--- src/rtl/prng_pkg.sv ---
// Shared constants and the output permutation of the 16-bit LCG noise generator.
package prng_pkg;

  localparam logic [15:0] DEFAULT_SEED = 16'd4356;
  localparam logic [15:0] LCG_MULT     = 16'd12829;
  localparam logic [15:0] LCG_INC      = 16'd47989;
  localparam logic [15:0] PERM_MULT    = 16'd62169;

  // Xorshift by 3..10 chosen from the top state bits, then a multiplicative scramble.
  function automatic logic [7:0] prng_out(input logic [15:0] s,
                                          input logic [15:0] mult = PERM_MULT);
    logic [3:0]  sh;
    logic [15:0] x;
    logic [15:0] p;
    sh = {1'b0, s[15:13]} + 4'd3;
    x  = (s >> sh) ^ s;
    p  = x * mult;
    return p[15:8];
  endfunction

  function automatic logic [15:0] lcg_next(input logic [15:0] s,
                                           input logic [15:0] mult,
                                           input logic [15:0] inc);
    return s * mult + inc;
  endfunction

endpackage

--- src/rtl/prng_share_arbiter_rr_arbiter.sv ---
// Combinational round-robin picker: first set request after ptr_i, wrapping at N.
module rr_arbiter #(
  parameter int unsigned N = 3,
  localparam int unsigned PtrW = (N > 1) ? $clog2(N) : 1
) (
  input  logic [N-1:0]    req_i,
  input  logic [PtrW-1:0] ptr_i,
  output logic [N-1:0]    gnt_o,
  output logic [PtrW-1:0] idx_o
);

  always_comb begin
    logic            found;
    int unsigned     c;
    logic [PtrW-1:0] k;
    gnt_o = '0;
    idx_o = '0;
    found = 1'b0;
    for (int unsigned i = 1; i <= N; i++) begin
      c = (ptr_i + i) % N;
      k = PtrW'(c);
      if (!found && req_i[k]) begin
        gnt_o[k] = 1'b1;
        idx_o    = k;
        found    = 1'b1;
      end
    end
  end

endmodule

--- src/rtl/prng_share_arbiter.sv ---
// Shares one LCG noise generator among NUM_REQ consumers with round-robin grants.
module prng_share_arbiter
  import prng_pkg::*;
#(
  parameter int unsigned NUM_REQ  = 3,
  parameter logic [15:0] SEED     = DEFAULT_SEED,
  parameter logic [15:0] MULT     = LCG_MULT,
  parameter logic [15:0] INC      = LCG_INC,
  parameter logic [15:0] OUT_MULT = PERM_MULT,
  parameter bit          FREE_RUN = 1'b0
) (
  input  logic               clk,
  input  logic               rst,
  input  logic [NUM_REQ-1:0] req_i,
  input  logic [NUM_REQ-1:0] mask_i,
  output logic [NUM_REQ-1:0] gnt_o,
  output logic [7:0]         rnd_o,
  input  logic               seed_valid_i,
  input  logic [15:0]        seed_i,
  output logic               busy_o
);

  localparam int unsigned PtrW = (NUM_REQ > 1) ? $clog2(NUM_REQ) : 1;

  logic [15:0]        state_q, state_d, state_next;
  logic [7:0]         rnd_q, rnd_d;
  logic [PtrW-1:0]    ptr_q, ptr_d;
  logic [NUM_REQ-1:0] arb_req;
  logic [PtrW-1:0]    arb_idx;

  // A reseed cycle suppresses the grant so nobody consumes a byte of the old sequence.
  assign arb_req = seed_valid_i ? '0 : (req_i & ~mask_i);

  rr_arbiter #(
    .N(NUM_REQ)
  ) u_rr_arbiter (
    .req_i(arb_req),
    .ptr_i(ptr_q),
    .gnt_o(gnt_o),
    .idx_o(arb_idx)
  );

  assign rnd_o  = rnd_q;
  assign busy_o = |gnt_o;

  // rnd_q holds f(state) precomputed so no multiplier sits on the rnd_o path.
  always_comb begin
    state_next = lcg_next(state_q, MULT, INC);
    state_d    = state_q;
    rnd_d      = rnd_q;
    ptr_d      = ptr_q;
    if (seed_valid_i) begin
      state_d = seed_i;
      rnd_d   = prng_out(seed_i, OUT_MULT);
    end else if ((|gnt_o) || FREE_RUN) begin
      state_d = state_next;
      rnd_d   = prng_out(state_next, OUT_MULT);
      if (|gnt_o) ptr_d = arb_idx;
    end
  end

  always_ff @(posedge clk) begin
    if (rst) begin
      state_q <= SEED;
      rnd_q   <= prng_out(SEED, OUT_MULT);
      ptr_q   <= PtrW'(NUM_REQ - 1);
    end else begin
      state_q <= state_d;
      rnd_q   <= rnd_d;
      ptr_q   <= ptr_d;
    end
  end

endmodule

--- config.mk ---
export PLATFORM = sky130hd
export DESIGN_NAME = prng_share_arbiter
export DESIGN_NICKNAME = d
export VERILOG_FILES = /design/src/rtl/prng_pkg.sv /design/src/rtl/prng_share_arbiter_rr_arbiter.sv /design/src/rtl/prng_share_arbiter.sv
export SDC_FILE = /design/constraint.sdc
export NUM_CORES = 1
export LEC_CHECK = 0
export CAP_MARGIN = 20
export CORE_AREA = 2 2 124 126
export DETAILED_ROUTE_END_ITERATION = 8
export DIE_AREA = 0 0 126 128
export PLACE_DENSITY = 0.79
export SETUP_SLACK_MARGIN = 0.4
export SLEW_MARGIN = 40
export SYNTH_ARGS = -nofsm -noshare
export SYNTH_HDL_FRONTEND = slang
export SYNTH_SLANG_ARGS = --single-unit
--- constraint.sdc ---
create_clock -name clk -period 9.8 [get_ports clk]
set_input_delay 0.98 -clock clk [delete_from_list [all_inputs] [get_ports clk]]
set_output_delay 0.98 -clock clk [all_outputs]
set_load 0.05 [all_outputs]
==> metrics, run 1 <==
DRC Markers 0; Critical-path top delay cell fa_1; ys async rst share 0%; mux cell area share after synthesis 4.38%; Initial Utilization 56.5%; Final ANT Viol Nets 0; Worst Setup End Kind flop; Port-buffer cells 36; Initial DRT Pass Iterations 5; antenna cells 0; Clk Latency, worst-skew pair 260 ps; Warnings, synthesis 0; Syn Inst Count 946; Longest Clk Path Bufs 2; Startpoint Class flop; fmax 100 MHz; first-pass GRT wire length 33.9 mm; EDFF count, synth 0; post-route worst setup slack -193 ps; FF+latch count, synth 26; Slew Limit Fails 0; FP Rows 45; CTS tree done; root buf cell clkbuf_16; CP bufs+invs 10; clock-pin slew on the worst setup and hold paths 70 ps; GRT Overall Usage 25.9%; detailed placement HPWL 16.9 mm; Post-Syn Nets 1,239; Total Nets Final 1,353; CP Max Fanout 4; Data required, critical path 9940 ps; largest net degree at the start of global routing 30; DR iter-0 viols 349; failing checks negative setup slack; Compound-Gate Fraction of Synth Area 10.9%; Fin Hold WS 475 ps; simple-gate share of the synthesized area 8.30%; status complete, but fails checks; Rel. slew slack 53.0%; Core ar. 14,900 um2; post-synth cell types 64; total gr overflow 0; Top FF cell, synth dfxtp_1; RSZ-0062 raised after global routing yes; max-cap viol count 0; Die ar. 16,100 um2; vias in the first global route 7,136; post-synthesis xor/xnor area fraction 9.76%; Cells after DPL 1,215; Seq/Total Area, Yosys 6.20%; Worst Tran Pin Value 700 ps; adder-cell share of the synthesized area 48.8%; dpl ws -267 ps; crit path kind reg -> reg; largest family of logic cells by synthesized area adder cells; chip height 128 um; Non-Filler Instances 1,247; final hold vios 0; drt total wl 21.2 mm; final setup vio count 1; htree depth 1; # IOs 37; largest delay contributor family on the critical path adder cells; Mapped Area 8390 um2; CP arrival 10,130 ps; RePlAce Congestion 0.921; total clock sinks 26; Final Cell Area 10,300 um2; fill count 1,085; Cell Area, Placed 9690 um2; clock skew 5.83 ps; Via Count 6,950; vias per cell 5.57; Tmin final 9990 ps; worst min path class reg -> reg; Crit path top cell by count fa_1; Syn Area/Cell 8.87 um2; final worst-path cycle share 102%; Syn-to-layout area delta 23.2%; Die Wd 126 um; TritonCTS buffer count 3; antenna violations before repair 0; share of layout cells above drive strength 1 20.5%; CP max stage delay 530 ps; WL/cell 17.0 um
-- kinds of logic (layout without fill, tap and decap cells) --
logic type / Yosys count / in the layout
adder cells (fa/ha/maj): 268 / 268
buffers and inverters: 258 / 370
AND/OR/NAND/NOR: 147 / 147
AO/OA/AOI/OAI: 131 / 132
XOR/XNOR: 85 / 85
multiplexers: 31 / 31
flip-flops: 26 / 26
-- cell usage in the layout (no fill, tap or decap), types with 23 or more instances in the layout --
cell type | Yosys | routed
xnor2_1 | 62 | 57
buf_4 | 1 | 95
ha_1 | 169 | 144
fa_1 | 99 | 93
inv_1 | 228 | 211
nand2_1 | 45 | 44
clkdlybuf4s50_1 | 0 | 35
ha_4 | 0 | 23
nor2_1 | 48 | 48
a21oi_1 | 35 | 32
-- Yosys cell counts (2+ instances only) --
cell	count	area, um2
inv_1	228	856
ha_1	169	2110
fa_1	99	1980
xnor2_1	62	543
nor2_1	48	180
nand2_1	45	169
a21oi_1	35	175
dfxtp_1	26	521
o21ai_0	22	110
mux2i_1	21	210
clkbuf_1	19	71.3
xor2_1	17	149
a221oi_1	9	78.8
nor3_1	9	45.0
a22oi_1	8	60.1
nor2b_1	8	50.1
o21bai_1	8	60.1
buf_2	7	35.0
nand3_1	7	35.0
o211ai_1	7	52.6
a21o_1	6	45.0
a311oi_1	5	43.8
mux2_2	5	56.3
nand2b_1	5	31.3
a211oi_1	4	30.0
and2_1	4	25.0
and3_1	4	25.0
nor3b_1	4	30.0
mux4_2	3	67.6
o2111a_1	3	33.8
o22ai_1	3	18.8
o31a_1	3	26.3
o41ai_1	3	26.3
xnor3_1	3	67.6
buf_1	2	7.51
nor4bb_1	2	20.0
o21a_1	2	15.0
o31ai_1	2	15.0
or2_2	2	12.5
or3_1	2	12.5
xnor2_2	2	32.5
-- per-layer routing --
layer / global-route usage (%) / part of all wire (%) / vias up
met5: 0 / 0 / -
met4: 6.85 / 2.4 / 0
met3: 2.55 / 5.1 / 43
met2: 47.3 / 51 / 209
met1: 32.9 / 42 / 3396
li1: - / - / 3302
-- path summary, 6_finish.rpt --
check / start / end / slack, ps / depth (start not counted)
setup / recovery: state_q[8] / rnd_o[7] / -190 / 41
hold / removal: state_q[15] / state_q[15] / 480 / 2
setup reg to reg: state_q[8] / rnd_o[7] / -190 / 41
hold reg to reg: state_q[15] / state_q[15] / 480 / 2
-- final cells by class --
class | instances | area [um2] | share of cell area [%]
multi-input cells | 663 | 7460 | 72.2
repair buffers | 137 | 1140 | 11.1
inverters | 229 | 871 | 8.42
flip-flops and latches | 26 | 547 | 5.29
well taps | 188 | 235 | 2.27
clock buffers | 4 | 78.8 | 0.762
-- timing repair --
item,CTS,global route
hold buffers,0,0
pin swaps,17,30
setup buffers,15,12
endpoints found under the setup margin,2,5
cloned,1,0
resized for setup,19,55
-- registers in the layout, indices dropped and copies added (netlist names) --
| signal | count |
|---|---|
| rnd_o | 8 |
| state_q | 16 |
| ptr_q | 2 |
-- metrics by stage --
stage                     TNS (ps)  utilization (%)
after floorplan                  0                -
after global placement       -40.8             65.2
after detailed placement      -267             65.2
after CTS                    -87.5             67.4
after global routing          -529             69.6
final                         -193             69.6
-- worst register-to-register path: cells and delay by family, from the launching register on --
family,cells,cell delay (ps)
and+or+nand+nor,2,270
muxes,2,470
DFF,1,370
AOI/OAI and AO/OA,7,1470
buffers and inverters,10,880
adders and majority gates,14,5200
xor gates and xnor gates,6,1230
Power of run 1 is not shown: default switching activity piles up to over one toggle a cycle in this logic, so the estimate is an artifact.
==> run 2: changes to the inputs <==
- SETUP_SLACK_MARGIN: 0.4 -> 0.1
==> run 2 against run 1 <==
Via count fell by 0.40%. Sequential share of layout area about the same. The run still ends with negative setup slack left. Non-clock buffer count rose by 3. Final cell count up 0.16%.
==> metrics, run 2 (synthesis gave the netlist of run 1 again) <==
first-pass GRT wire length 34.3 mm (+1.2%); drt total wl 20.8 mm (-1.7%); htree depth 1 (unchanged); WL met2 10.3 mm (-4.3%); Rel. slew slack 53.3% (+0.27 points); clock-pin slew on the worst setup and hold paths 70 ps (about the same); CP Max Fanout 6 (+2); M1 wire length 8.82 mm (-0.35%); detailed placement HPWL 16.6 mm (-1.9%); post-route worst setup slack -217 ps (-24.1 ps); Tmin final 10,020 ps (+24.1 ps); Fin Hold WS 480 ps (+5.14 ps); vias per cell 5.54 (-0.56%); largest delay contributor family on the critical path adder cells; # IOs 37 (unchanged); final setup vio count 1 (unchanged); fmax 99.8 MHz (-0.24%); antenna violations before repair 0 (unchanged); DR iter-0 viols 448 (+28%); largest reg by FF count state_q; Die ar. 16,100 um2 (unchanged); Worst Setup End Kind flop; RePlAce Congestion 0.908 (-1.4%); Final ANT Viol Nets 0 (unchanged); Core ar. 14,900 um2 (unchanged); total clock sinks 26 (unchanged); chip height 128 um (unchanged); Startpoint Class flop; max FFs per register 16 (unchanged); vias in the first global route 7,166 (+0.42%); FP Rows 45 (unchanged); final worst-path cycle share 102% (+0.25 points); CP max stage delay 580 ps (+50 ps); WL/cell 16.6 um (-1.9%); Worst Tran Pin Value 696 ps (-4.06 ps); Top Metal Used met4; Initial Utilization 56.5% (unchanged); Critical-path top delay cell fa_1; met3 routed WL 1.14 mm (+6.3%); worst min path class reg -> reg; share of layout cells above drive strength 1 18.9% (-1.5 points); Syn-to-layout area delta 22.0%; CP bufs+invs 6 (-4); root buf cell clkbuf_16; max-cap viol count 0 (unchanged); Port-buffer cells 36 (unchanged); DRC Markers 0 (unchanged); GRT Overall Usage 26.2% (+0.27 points); largest net degree at the start of global routing 30 (unchanged); Slew Limit Fails 0 (unchanged); failing checks negative setup slack; final hold vios 0 (unchanged); CTS tree done; RSZ-0062 raised after global routing yes; Crit path top cell by count fa_1; status complete, but fails checks; Initial DRT Pass Iterations 5 (unchanged); clock skew 7.77 ps (+1.94 ps); commonest non-fill, non-tap cell in the layout inv_1; TritonCTS buffer count 3 (unchanged); Die Wd 126 um (unchanged); Data required, critical path 10,000 ps (+60 ps); total gr overflow 0 (unchanged); Clk Latency, worst-skew pair 270 ps (about the same); Longest Clk Path Bufs 2 (unchanged); antenna cells 0 (unchanged); highest-count cells in the layout ignoring fill and taps inv_1 (213), ha_1 (147), buf_4 (96); Via Count 6,922 (-0.40%); Total Nets Final 1,355 (+0.15%); crit path kind reg -> reg; CP arrival 10,210 ps (+80 ps)
## run 2: changes by cell type in the layout (fill, tap and decap cells not counted), sizes merged
cell / previous run / this run
buf: 102 / 105
inv: 228 / 229
o311ai: 2 / 1
clkinvlp: 1 / 0
## run 2: worst reg2reg max path: cells and delay by family (launching register included)
family / cells / cell delay [ps]
AO/OA/AOI/OAI: 6 / 1140
buffers and inverters: 6 / 570
AND/OR/NAND/NOR: 2 / 330
XOR/XNOR: 6 / 1350
adder cells (fa/ha/maj): 14 / 5640
multiplexers: 2 / 560
flip-flops: 1 / 370
## run 2: layout make-up
type | count | area, um2
tap | 188 | 235
timing repair buffer | 140 | 1220
clock buffer | 4 | 88.8
multi-input combinational | 662 | 7290
sequential | 26 | 543
inverter | 229 | 860
fill | 1114 | 4630
## run 2: routing by layer
metal	up-vias	GRT usage (%)
li1	3292	-
met5	-	0
met3	54	3.51
met1	3340	34.0
met4	0	7.89
met2	236	45.8
## run 2: worst paths after layout
path | from | to | slack (ps) | depth (start not counted)
worst max-delay path | state_q[10] | rnd_o[7] | -220 | 36
worst min-delay path | state_q[14] | state_q[14] | 480 | 2
worst max register to register | state_q[10] | rnd_o[7] | -220 | 36
worst min register to register | state_q[14] | state_q[14] | 480 | 2
## run 2: per-stage QoR
| stage | setup TNS, ps | cells | setup slack, ps | cell area, um2 | util (%) |
|---|---|---|---|---|---|
| 6_report | -217 | 1249 | -217 | 10200 | 68.9 |
| 2_1_floorplan | 0 | 946 | 101 | 8610 | - |
| 4_1_cts | -54.1 | 1244 | -54.1 | 10100 | 68.2 |
| 5_1_grt | -547 | 1249 | -547 | 10200 | 68.9 |
| 3_5_place_dp | -303 | 1227 | -303 | 9720 | 65.4 |
| 3_3_place_gp | -57.3 | 1227 | -57.3 | 9720 | 65.4 |
## run 2: timing repair
item	in CTS	in global routing
pin swaps	34	32
setup buffers	11	5
resized for setup	38	17
setup endpoints to repair	1	3
hold buffers	0	0
cloned	2	0
Power of run 2 is left out for the same reason.
